`src/rtl/regfile_write_arbiter_if.sv`:
```
// rtl/regfile_write_arbiter_if.sv - writeback request/regfile bus for regfile_write_arbiter
//
// Signals:
//   AluWrite/AluReg/AluData -> AluReady      ALU writeback request and acceptance
//   MemValid/MemReg/MemData -> MemReady      memory/load writeback request and acceptance
//   RegWrite/WriteRegister/WriteData         registered register-file write port
//   QueryReg1/2 -> Pending1/2                decode hazard query (only with WB_PENDING_QUERY_EN)
// Modports: slave = arbiter side, master = requester/regfile side.
interface regfile_write_arbiter_if;
    logic        AluWrite;
    logic [4:0]  AluReg;
    logic [31:0] AluData;
    logic        AluReady;
    logic        MemValid;
    logic [4:0]  MemReg;
    logic [31:0] MemData;
    logic        MemReady;
    logic        RegWrite;
    logic [4:0]  WriteRegister;
    logic [31:0] WriteData;
`ifdef WB_PENDING_QUERY_EN
    logic [4:0]  QueryReg1;
    logic [4:0]  QueryReg2;
    logic        Pending1;
    logic        Pending2;

    modport slave (
        input  AluWrite, AluReg, AluData, MemValid, MemReg, MemData, QueryReg1, QueryReg2,
        output AluReady, MemReady, RegWrite, WriteRegister, WriteData, Pending1, Pending2
    );
    modport master (
        output AluWrite, AluReg, AluData, MemValid, MemReg, MemData, QueryReg1, QueryReg2,
        input  AluReady, MemReady, RegWrite, WriteRegister, WriteData, Pending1, Pending2
    );
`else
    modport slave (
        input  AluWrite, AluReg, AluData, MemValid, MemReg, MemData,
        output AluReady, MemReady, RegWrite, WriteRegister, WriteData
    );
    modport master (
        output AluWrite, AluReg, AluData, MemValid, MemReg, MemData,
        input  AluReady, MemReady, RegWrite, WriteRegister, WriteData
    );
`endif
endinterface

```
`src/rtl/regfile_write_arbiter.sv`:
```
// rtl/regfile_write_arbiter.sv - merges ALU and memory writebacks onto the single regfile write port
//
// Ports:
//   Clk    clock, posedge
//   Reset  asynchronous active-high, clears all state
//   bus    regfile_write_arbiter_if.slave (ALU request, memory request, regfile write port)
// Parameters: DEPTH (memory FIFO entries, power of two >= 2), STARVE_LIMIT (>= 1).
// Optional feature macro: WB_PENDING_QUERY_EN adds the Pending1/Pending2 hazard query.
module regfile_write_arbiter #(
    parameter int DEPTH        = 4,
    parameter int STARVE_LIMIT = 3
) (
    input logic                    Clk,
    input logic                    Reset,
    regfile_write_arbiter_if.slave bus
);
    localparam int PW = $clog2(DEPTH);
    localparam int CW = $clog2(DEPTH + 1);
    localparam int SW = $clog2(STARVE_LIMIT + 1);

    logic [4:0]       ent_reg_q  [DEPTH];
    logic [31:0]      ent_data_q [DEPTH];
    logic [DEPTH-1:0] ent_vld_q, ent_vld_d;
    logic [PW-1:0]    rd_ptr_q, wr_ptr_q;
    logic [CW-1:0]    count_q, count_d;
    logic [SW-1:0]    starve_q, starve_d;
    logic             reg_write_q, reg_write_d;
    logic [4:0]       wr_reg_q, wr_reg_d;
    logic [31:0]      wr_data_q, wr_data_d;

    logic full, empty, head_vld, alu_ready, mem_ready;
    logic alu_issue, push, pop;

    always_comb begin
        full      = (count_q == CW'(DEPTH));
        empty     = (count_q == '0);
        // Slots are invalidated on pop, so an unoccupied slot never reads as valid.
        head_vld  = !empty && ent_vld_q[rd_ptr_q];
        alu_ready = !((starve_q == SW'(STARVE_LIMIT)) && head_vld);
        mem_ready = !full && !Reset;
        // Register-0 writes complete the handshake but go nowhere.
        alu_issue = bus.AluWrite && alu_ready && (bus.AluReg != 5'd0);
        push      = bus.MemValid && mem_ready && (bus.MemReg != 5'd0);
        pop       = !alu_issue && !empty;

        count_d = count_q + CW'(push) - CW'(pop);

        ent_vld_d = ent_vld_q;
        if (alu_issue) begin
            // The ALU write is younger than everything already queued for the same register.
            for (int i = 0; i < DEPTH; i++) begin
                if (ent_vld_q[i] && (ent_reg_q[i] == bus.AluReg)) ent_vld_d[i] = 1'b0;
            end
        end
        if (pop)  ent_vld_d[rd_ptr_q] = 1'b0;
        // Set after the kill: a same-cycle memory write to the same register is younger.
        if (push) ent_vld_d[wr_ptr_q] = 1'b1;

        starve_d = starve_q;
        if (alu_issue && head_vld) begin
            if (starve_q != SW'(STARVE_LIMIT)) starve_d = starve_q + SW'(1);
        end else if (pop) begin
            starve_d = '0;
        end

        reg_write_d = 1'b0;
        wr_reg_d    = wr_reg_q;
        wr_data_d   = wr_data_q;
        if (alu_issue) begin
            reg_write_d = 1'b1;
            wr_reg_d    = bus.AluReg;
            wr_data_d   = bus.AluData;
        end else if (pop && ent_vld_q[rd_ptr_q]) begin
            reg_write_d = 1'b1;
            wr_reg_d    = ent_reg_q[rd_ptr_q];
            wr_data_d   = ent_data_q[rd_ptr_q];
        end
    end

    always_ff @(posedge Clk or posedge Reset) begin
        if (Reset) begin
            for (int i = 0; i < DEPTH; i++) begin
                ent_reg_q[i]  <= '0;
                ent_data_q[i] <= '0;
            end
            ent_vld_q   <= '0;
            rd_ptr_q    <= '0;
            wr_ptr_q    <= '0;
            count_q     <= '0;
            starve_q    <= '0;
            reg_write_q <= 1'b0;
            wr_reg_q    <= '0;
            wr_data_q   <= '0;
        end else begin
            if (push) begin
                ent_reg_q[wr_ptr_q]  <= bus.MemReg;
                ent_data_q[wr_ptr_q] <= bus.MemData;
                wr_ptr_q             <= wr_ptr_q + PW'(1);
            end
            if (pop) rd_ptr_q <= rd_ptr_q + PW'(1);
            ent_vld_q   <= ent_vld_d;
            count_q     <= count_d;
            starve_q    <= starve_d;
            reg_write_q <= reg_write_d;
            wr_reg_q    <= wr_reg_d;
            wr_data_q   <= wr_data_d;
        end
    end

    assign bus.AluReady      = alu_ready;
    assign bus.MemReady      = mem_ready;
    assign bus.RegWrite      = reg_write_q;
    assign bus.WriteRegister = wr_reg_q;
    assign bus.WriteData     = wr_data_q;

`ifdef WB_PENDING_QUERY_EN
    logic pend1, pend2;

    always_comb begin
        pend1 = reg_write_q && (wr_reg_q == bus.QueryReg1);
        pend2 = reg_write_q && (wr_reg_q == bus.QueryReg2);
        for (int i = 0; i < DEPTH; i++) begin
            if (ent_vld_q[i] && (ent_reg_q[i] == bus.QueryReg1)) pend1 = 1'b1;
            if (ent_vld_q[i] && (ent_reg_q[i] == bus.QueryReg2)) pend2 = 1'b1;
        end
    end

    assign bus.Pending1 = pend1 && (bus.QueryReg1 != 5'd0);
    assign bus.Pending2 = pend2 && (bus.QueryReg2 != 5'd0);
`endif
endmodule

```
`src/flat_wrapper.sv`:
```
// flat-port wrapper written by rule: the top's interface ports become plain ports
module regfile_write_arbiter_flat 
#(
    parameter int DEPTH        = 4,
    parameter int STARVE_LIMIT = 3
)
  (Clk, Reset, bus_AluWrite, bus_AluReg, bus_AluData, bus_MemValid, bus_MemReg, bus_MemData, bus_AluReady, bus_MemReady, bus_RegWrite, bus_WriteRegister, bus_WriteData);
  regfile_write_arbiter_if bus_i ();
  input logic Clk;
  input logic Reset;
  input wire logic [$bits(bus_i.AluWrite)-1:0] bus_AluWrite;
  input wire logic [$bits(bus_i.AluReg)-1:0] bus_AluReg;
  input wire logic [$bits(bus_i.AluData)-1:0] bus_AluData;
  input wire logic [$bits(bus_i.MemValid)-1:0] bus_MemValid;
  input wire logic [$bits(bus_i.MemReg)-1:0] bus_MemReg;
  input wire logic [$bits(bus_i.MemData)-1:0] bus_MemData;
  output wire logic [$bits(bus_i.AluReady)-1:0] bus_AluReady;
  output wire logic [$bits(bus_i.MemReady)-1:0] bus_MemReady;
  output wire logic [$bits(bus_i.RegWrite)-1:0] bus_RegWrite;
  output wire logic [$bits(bus_i.WriteRegister)-1:0] bus_WriteRegister;
  output wire logic [$bits(bus_i.WriteData)-1:0] bus_WriteData;
  assign bus_i.AluWrite = bus_AluWrite;
  assign bus_i.AluReg = bus_AluReg;
  assign bus_i.AluData = bus_AluData;
  assign bus_i.MemValid = bus_MemValid;
  assign bus_i.MemReg = bus_MemReg;
  assign bus_i.MemData = bus_MemData;
  assign bus_AluReady = bus_i.AluReady;
  assign bus_MemReady = bus_i.MemReady;
  assign bus_RegWrite = bus_i.RegWrite;
  assign bus_WriteRegister = bus_i.WriteRegister;
  assign bus_WriteData = bus_i.WriteData;
  regfile_write_arbiter #(.DEPTH(DEPTH), .STARVE_LIMIT(STARVE_LIMIT)) u_core (.Clk(Clk), .Reset(Reset), .bus(bus_i));
endmodule
```
`config.mk`:
```
export PLATFORM = sky130hd
export DESIGN_NAME = regfile_write_arbiter_flat
export DESIGN_NICKNAME = d
export VERILOG_FILES = /design/src/rtl/regfile_write_arbiter_if.sv /design/src/rtl/regfile_write_arbiter.sv /design/src/flat_wrapper.sv
export SDC_FILE = /design/constraint.sdc
export NUM_CORES = 1
export LEC_CHECK = 0
export CORE_UTILIZATION = 44
export CTS_CLUSTER_SIZE = 12
export DETAILED_ROUTE_END_ITERATION = 12
export DONT_BUFFER_PORTS = 1
export GPL_ROUTABILITY_DRIVEN = 0
export PLACE_DENSITY = 0.58
export SLEW_MARGIN = 25
export SYNTH_ARGS = -nofsm -noshare
export SYNTH_HDL_FRONTEND = slang
export SYNTH_SLANG_ARGS = --single-unit
```
`constraint.sdc`:
```
create_clock -name Clk -period 10.7 [get_ports Clk]
set_clock_uncertainty 0.05 [all_clocks]
set_input_delay 2.14 -clock Clk [delete_from_list [all_inputs] [get_ports Clk]]
set_output_delay 2.14 -clock Clk [all_outputs]
set_load 0.01 [all_outputs]
```
==> impl_summary.log <==
INFO  metric min-delay-path-class = reg2reg
INFO  metric synth_warnings = 0
INFO  metric run_status = completed
INFO  metric wirelength = 21900 um
INFO  metric synth.cell_area = 0.00960 mm2
INFO  metric start_kind = input port
INFO  metric grt_max_degree = 144
INFO  metric critPathLaunch = Reset
INFO  metric timing.final.crit_share = 42.2%
INFO  metric clkSinkCount = 199
INFO  metric ctsHoldBuffers = 0
INFO  metric timing.setup.tns = 0 ps
INFO  metric area_growth_syn_to_layout = 6.73%
INFO  metric worstReg2RegEnd = u_core.ent_vld_q[1]$_DFF_PP0_
INFO  metric fp.dieH = 150 um
INFO  metric fp.dieArea = 0.0224 mm2
INFO  metric crit_end = bus_MemReady
INFO  metric critical-path-slowest-cell = nor2_1
INFO  metric synth_seq_area_share = 51.9%
INFO  metric initial_utilization = 45.2%
INFO  metric postSynth.topFlopCell = dfrtp_1
INFO  metric setup-violations-final = 0
INFO  metric detailroute.via_count = 5340
INFO  metric worstRegToRegCells = 5
INFO  metric hold_viol_final = 0
INFO  metric worst_ep_required_time = 8510 ps
INFO  metric r2r-start = u_core.rd_ptr_q[0]$_DFFE_PP0P_
INFO  metric ctsResizeCount = 0
INFO  metric synthesized_netlist_net_count = 728
INFO  metric synthesis.area_per_instance = 15.0 um2
INFO  metric critPathArrivalTime = 2330 ps
INFO  metric cts_buffers = 17
INFO  metric ys_types = 36
INFO  metric synth.ff_latch_count = 199
INFO  metric core_region_area = 0.0212 mm2
INFO  metric worst_max_slew_pin_slew = 970 ps
INFO  metric tritoncts = done
INFO  metric hpwl = 13100 um
INFO  metric track_usage = 20.6%
INFO  metric path_buf_inv = 0
INFO  metric drc = 0
INFO  metric max_stage_delay = 190 ps
INFO  metric worst_setup_path_class = in2out
INFO  metric antenna_violating_nets_post_route = 0
INFO  metric drive_above_1_share = 38.7%
INFO  metric report.power.total = 3.23 mW
INFO  metric die_width = 150 um
INFO  metric grt_antenna_before_repair = 1
INFO  metric synth_edf_count = 0
INFO  metric design.final.nets = 703
INFO  metric leakage = 4.44 nW
INFO  metric period_minus_slack = 4520 ps
INFO  metric wl_per_cell = 24.3 um
INFO  metric timing.fmax = 221 MHz
INFO  metric cap_viol_max_count = 0
INFO  metric core.rowCount = 53
INFO  metric max-slew-margin-rel = 35.1%
INFO  metric ctsLongestPathBuffers = 2
INFO  metric worst-r2r-setup-slack = 7930 ps
INFO  metric io-pin-count = 118
INFO  metric worstPathMaxFanout = 3
INFO  metric critical_path.endpoint_type = primary output
INFO  metric clk_latency = 450 ps
INFO  metric first_global_vias = 5828
INFO  metric cts.root.buffer_cell = clkbuf_16
INFO  metric timing.critical_path.max_delay_family = simple AND/OR/NAND/NOR gates
INFO  metric p_per_area = 315 mW/mm2
INFO  metric grt_remaining_overflow = 0
INFO  metric postCtsSetupRepairBufs = 0
INFO  metric drt-vias-per-instance = 5.92
INFO  metric detailedRoute.firstPassIterationCount = 4
INFO  metric initialDrtViolationCount = 367
INFO  metric port-buffer-count = 0
INFO  metric path_clk_slew = 80 ps
INFO  metric rsz0062_at_grt = no
INFO  metric vdd.ir_drop.worst = 0.000159 V
INFO  metric htree_num_levels = 4
INFO  metric path_depth = 1
INFO  metric global_route_wire_length_before_repair = 34200 um
INFO  metric synthArstFlopShare = 100%
INFO  metric cp_cell_sequence = nor2_1
INFO  metric netlist_instances = 638
INFO  metric finalWorstSetupSlack = 6180 ps
INFO  metric placement.setup.worst_slack = 5870 ps
INFO  metric final_max_slew_viol_count = 0
flip-flops by register name (all words and copies together) (netlist names):
signal	cells
u_core.starve_q	2
u_core.wr_ptr_q	2
u_core.bus.WriteRegister	5
u_core.ent_vld_q	4
u_core.bus.WriteData	32
u_core.rd_ptr_q	2
u_core.bus.RegWrite	1
u_core.ent_reg_q	20
u_core.count_q	3
u_core.ent_data_q	128
cell usage in the layout (no fill, tap or decap), types with 7 or more instances in the layout:
cell type | synthesis | routed
mux4_2 | 38 | 38
o32ai_1 | 36 | 36
mux2_4 | 76 | 76
inv_1 | 9 | 8
a211oi_1 | 36 | 36
mux2_2 | 73 | 73
nor2_1 | 38 | 38
xor2_1 | 9 | 9
dfrtp_1 | 199 | 197
clkbuf_16 | 0 | 17
buf_4 | 5 | 8
xnor2_1 | 15 | 15
ha_1 | 11 | 11
o21ai_0 | 7 | 7
metal layers:
metal | vias to the layer above | share of wire [%] | global-route usage [%]
li1 | 2331 | - | -
met1 | 2864 | 43 | 26.3
met2 | 127 | 49 | 33.4
met3 | 18 | 7.3 | 6.80
met4 | 0 | 1.1 | 6.06
met5 | - | 0 | 0
through the flow:
stage	hold slack, ps	area [um2]	util, %	instances
2_1_floorplan	413	9600	-	638
3_3_place_gp	432	9650	45.5	869
3_5_place_dp	437	9650	45.5	869
4_1_cts	454	10200	48.2	901
5_1_grt	462	10200	48.3	901
6_report	452	10200	48.3	902
cells in the mapped netlist (all sizes together), types with 4 or more instances:
library cell / n / area (um2)
dfrtp: 199 / 4980
nor2: 38 / 143
and2: 5 / 31.3
buf: 36 / 310
o32ai: 36 / 315
a211oi: 36 / 270
xnor2: 15 / 131
xor2: 9 / 78.8
inv: 10 / 37.5
clkbuf: 16 / 60.1
nand2: 10 / 47.5
o41ai: 4 / 35.0
ha: 11 / 138
mux2: 149 / 1960
nand3: 5 / 25.0
o21ai: 8 / 40.0
mux4: 38 / 856
power breakdown:
| group | internal (mW) | switching (mW) | total [mW] |
|---|---|---|---|
| Clock | 0.332 | 0.315 | 0.647 |
| Combinational | 0.682 | 0.498 | 1.18 |
| Sequential | 1.13 | 0.271 | 1.40 |
cell type report:
class	instances	area (um2)
diodes	1	2.50
clock buffers	17	425
clock inverters	15	161
fillers	1834	11000
inverters	10	50.0
multi-input cells	377	4220
flip-flops and latches	199	4980
well taps	275	344
repair buffers	8	60.1
worst min path at each step:
stage	startpoint	cells past startpoint	to	slack (ps)
2_1_floorplan	u_core.count_q[2]$_DFF_PP0_	1	u_core.count_q[2]$_DFF_PP0_	410
3_3_place_gp	u_core.ent_data_q[13]$_DFFE_PP0P_	1	u_core.ent_data_q[13]$_DFFE_PP0P_	430
3_5_place_dp	u_core.ent_data_q[51]$_DFFE_PP0P_	1	u_core.ent_data_q[51]$_DFFE_PP0P_	440
4_1_cts	u_core.ent_data_q[54]$_DFFE_PP0P_	1	u_core.ent_data_q[54]$_DFFE_PP0P_	450
5_1_grt	u_core.ent_data_q[23]$_DFFE_PP0P_	1	u_core.ent_data_q[23]$_DFFE_PP0P_	460
6_report	u_core.ent_data_q[51]$_DFFE_PP0P_	1	u_core.ent_data_q[51]$_DFFE_PP0P_	450
kinds of logic (layout without fill, tap and decap cells):
family	after synthesis	count (layout)	synth area share [%]
other cells	0	1	0
mux	188	188	29.5
xor+xnor	24	24	2.19
buf+inv	62	50	4.25
fa+ha+maj	12	12	1.64
flops	199	199	51.9
compound gates	89	89	7.36
simple gates	64	64	3.21
No activity file was read; power rests on OpenSTA's default activity.
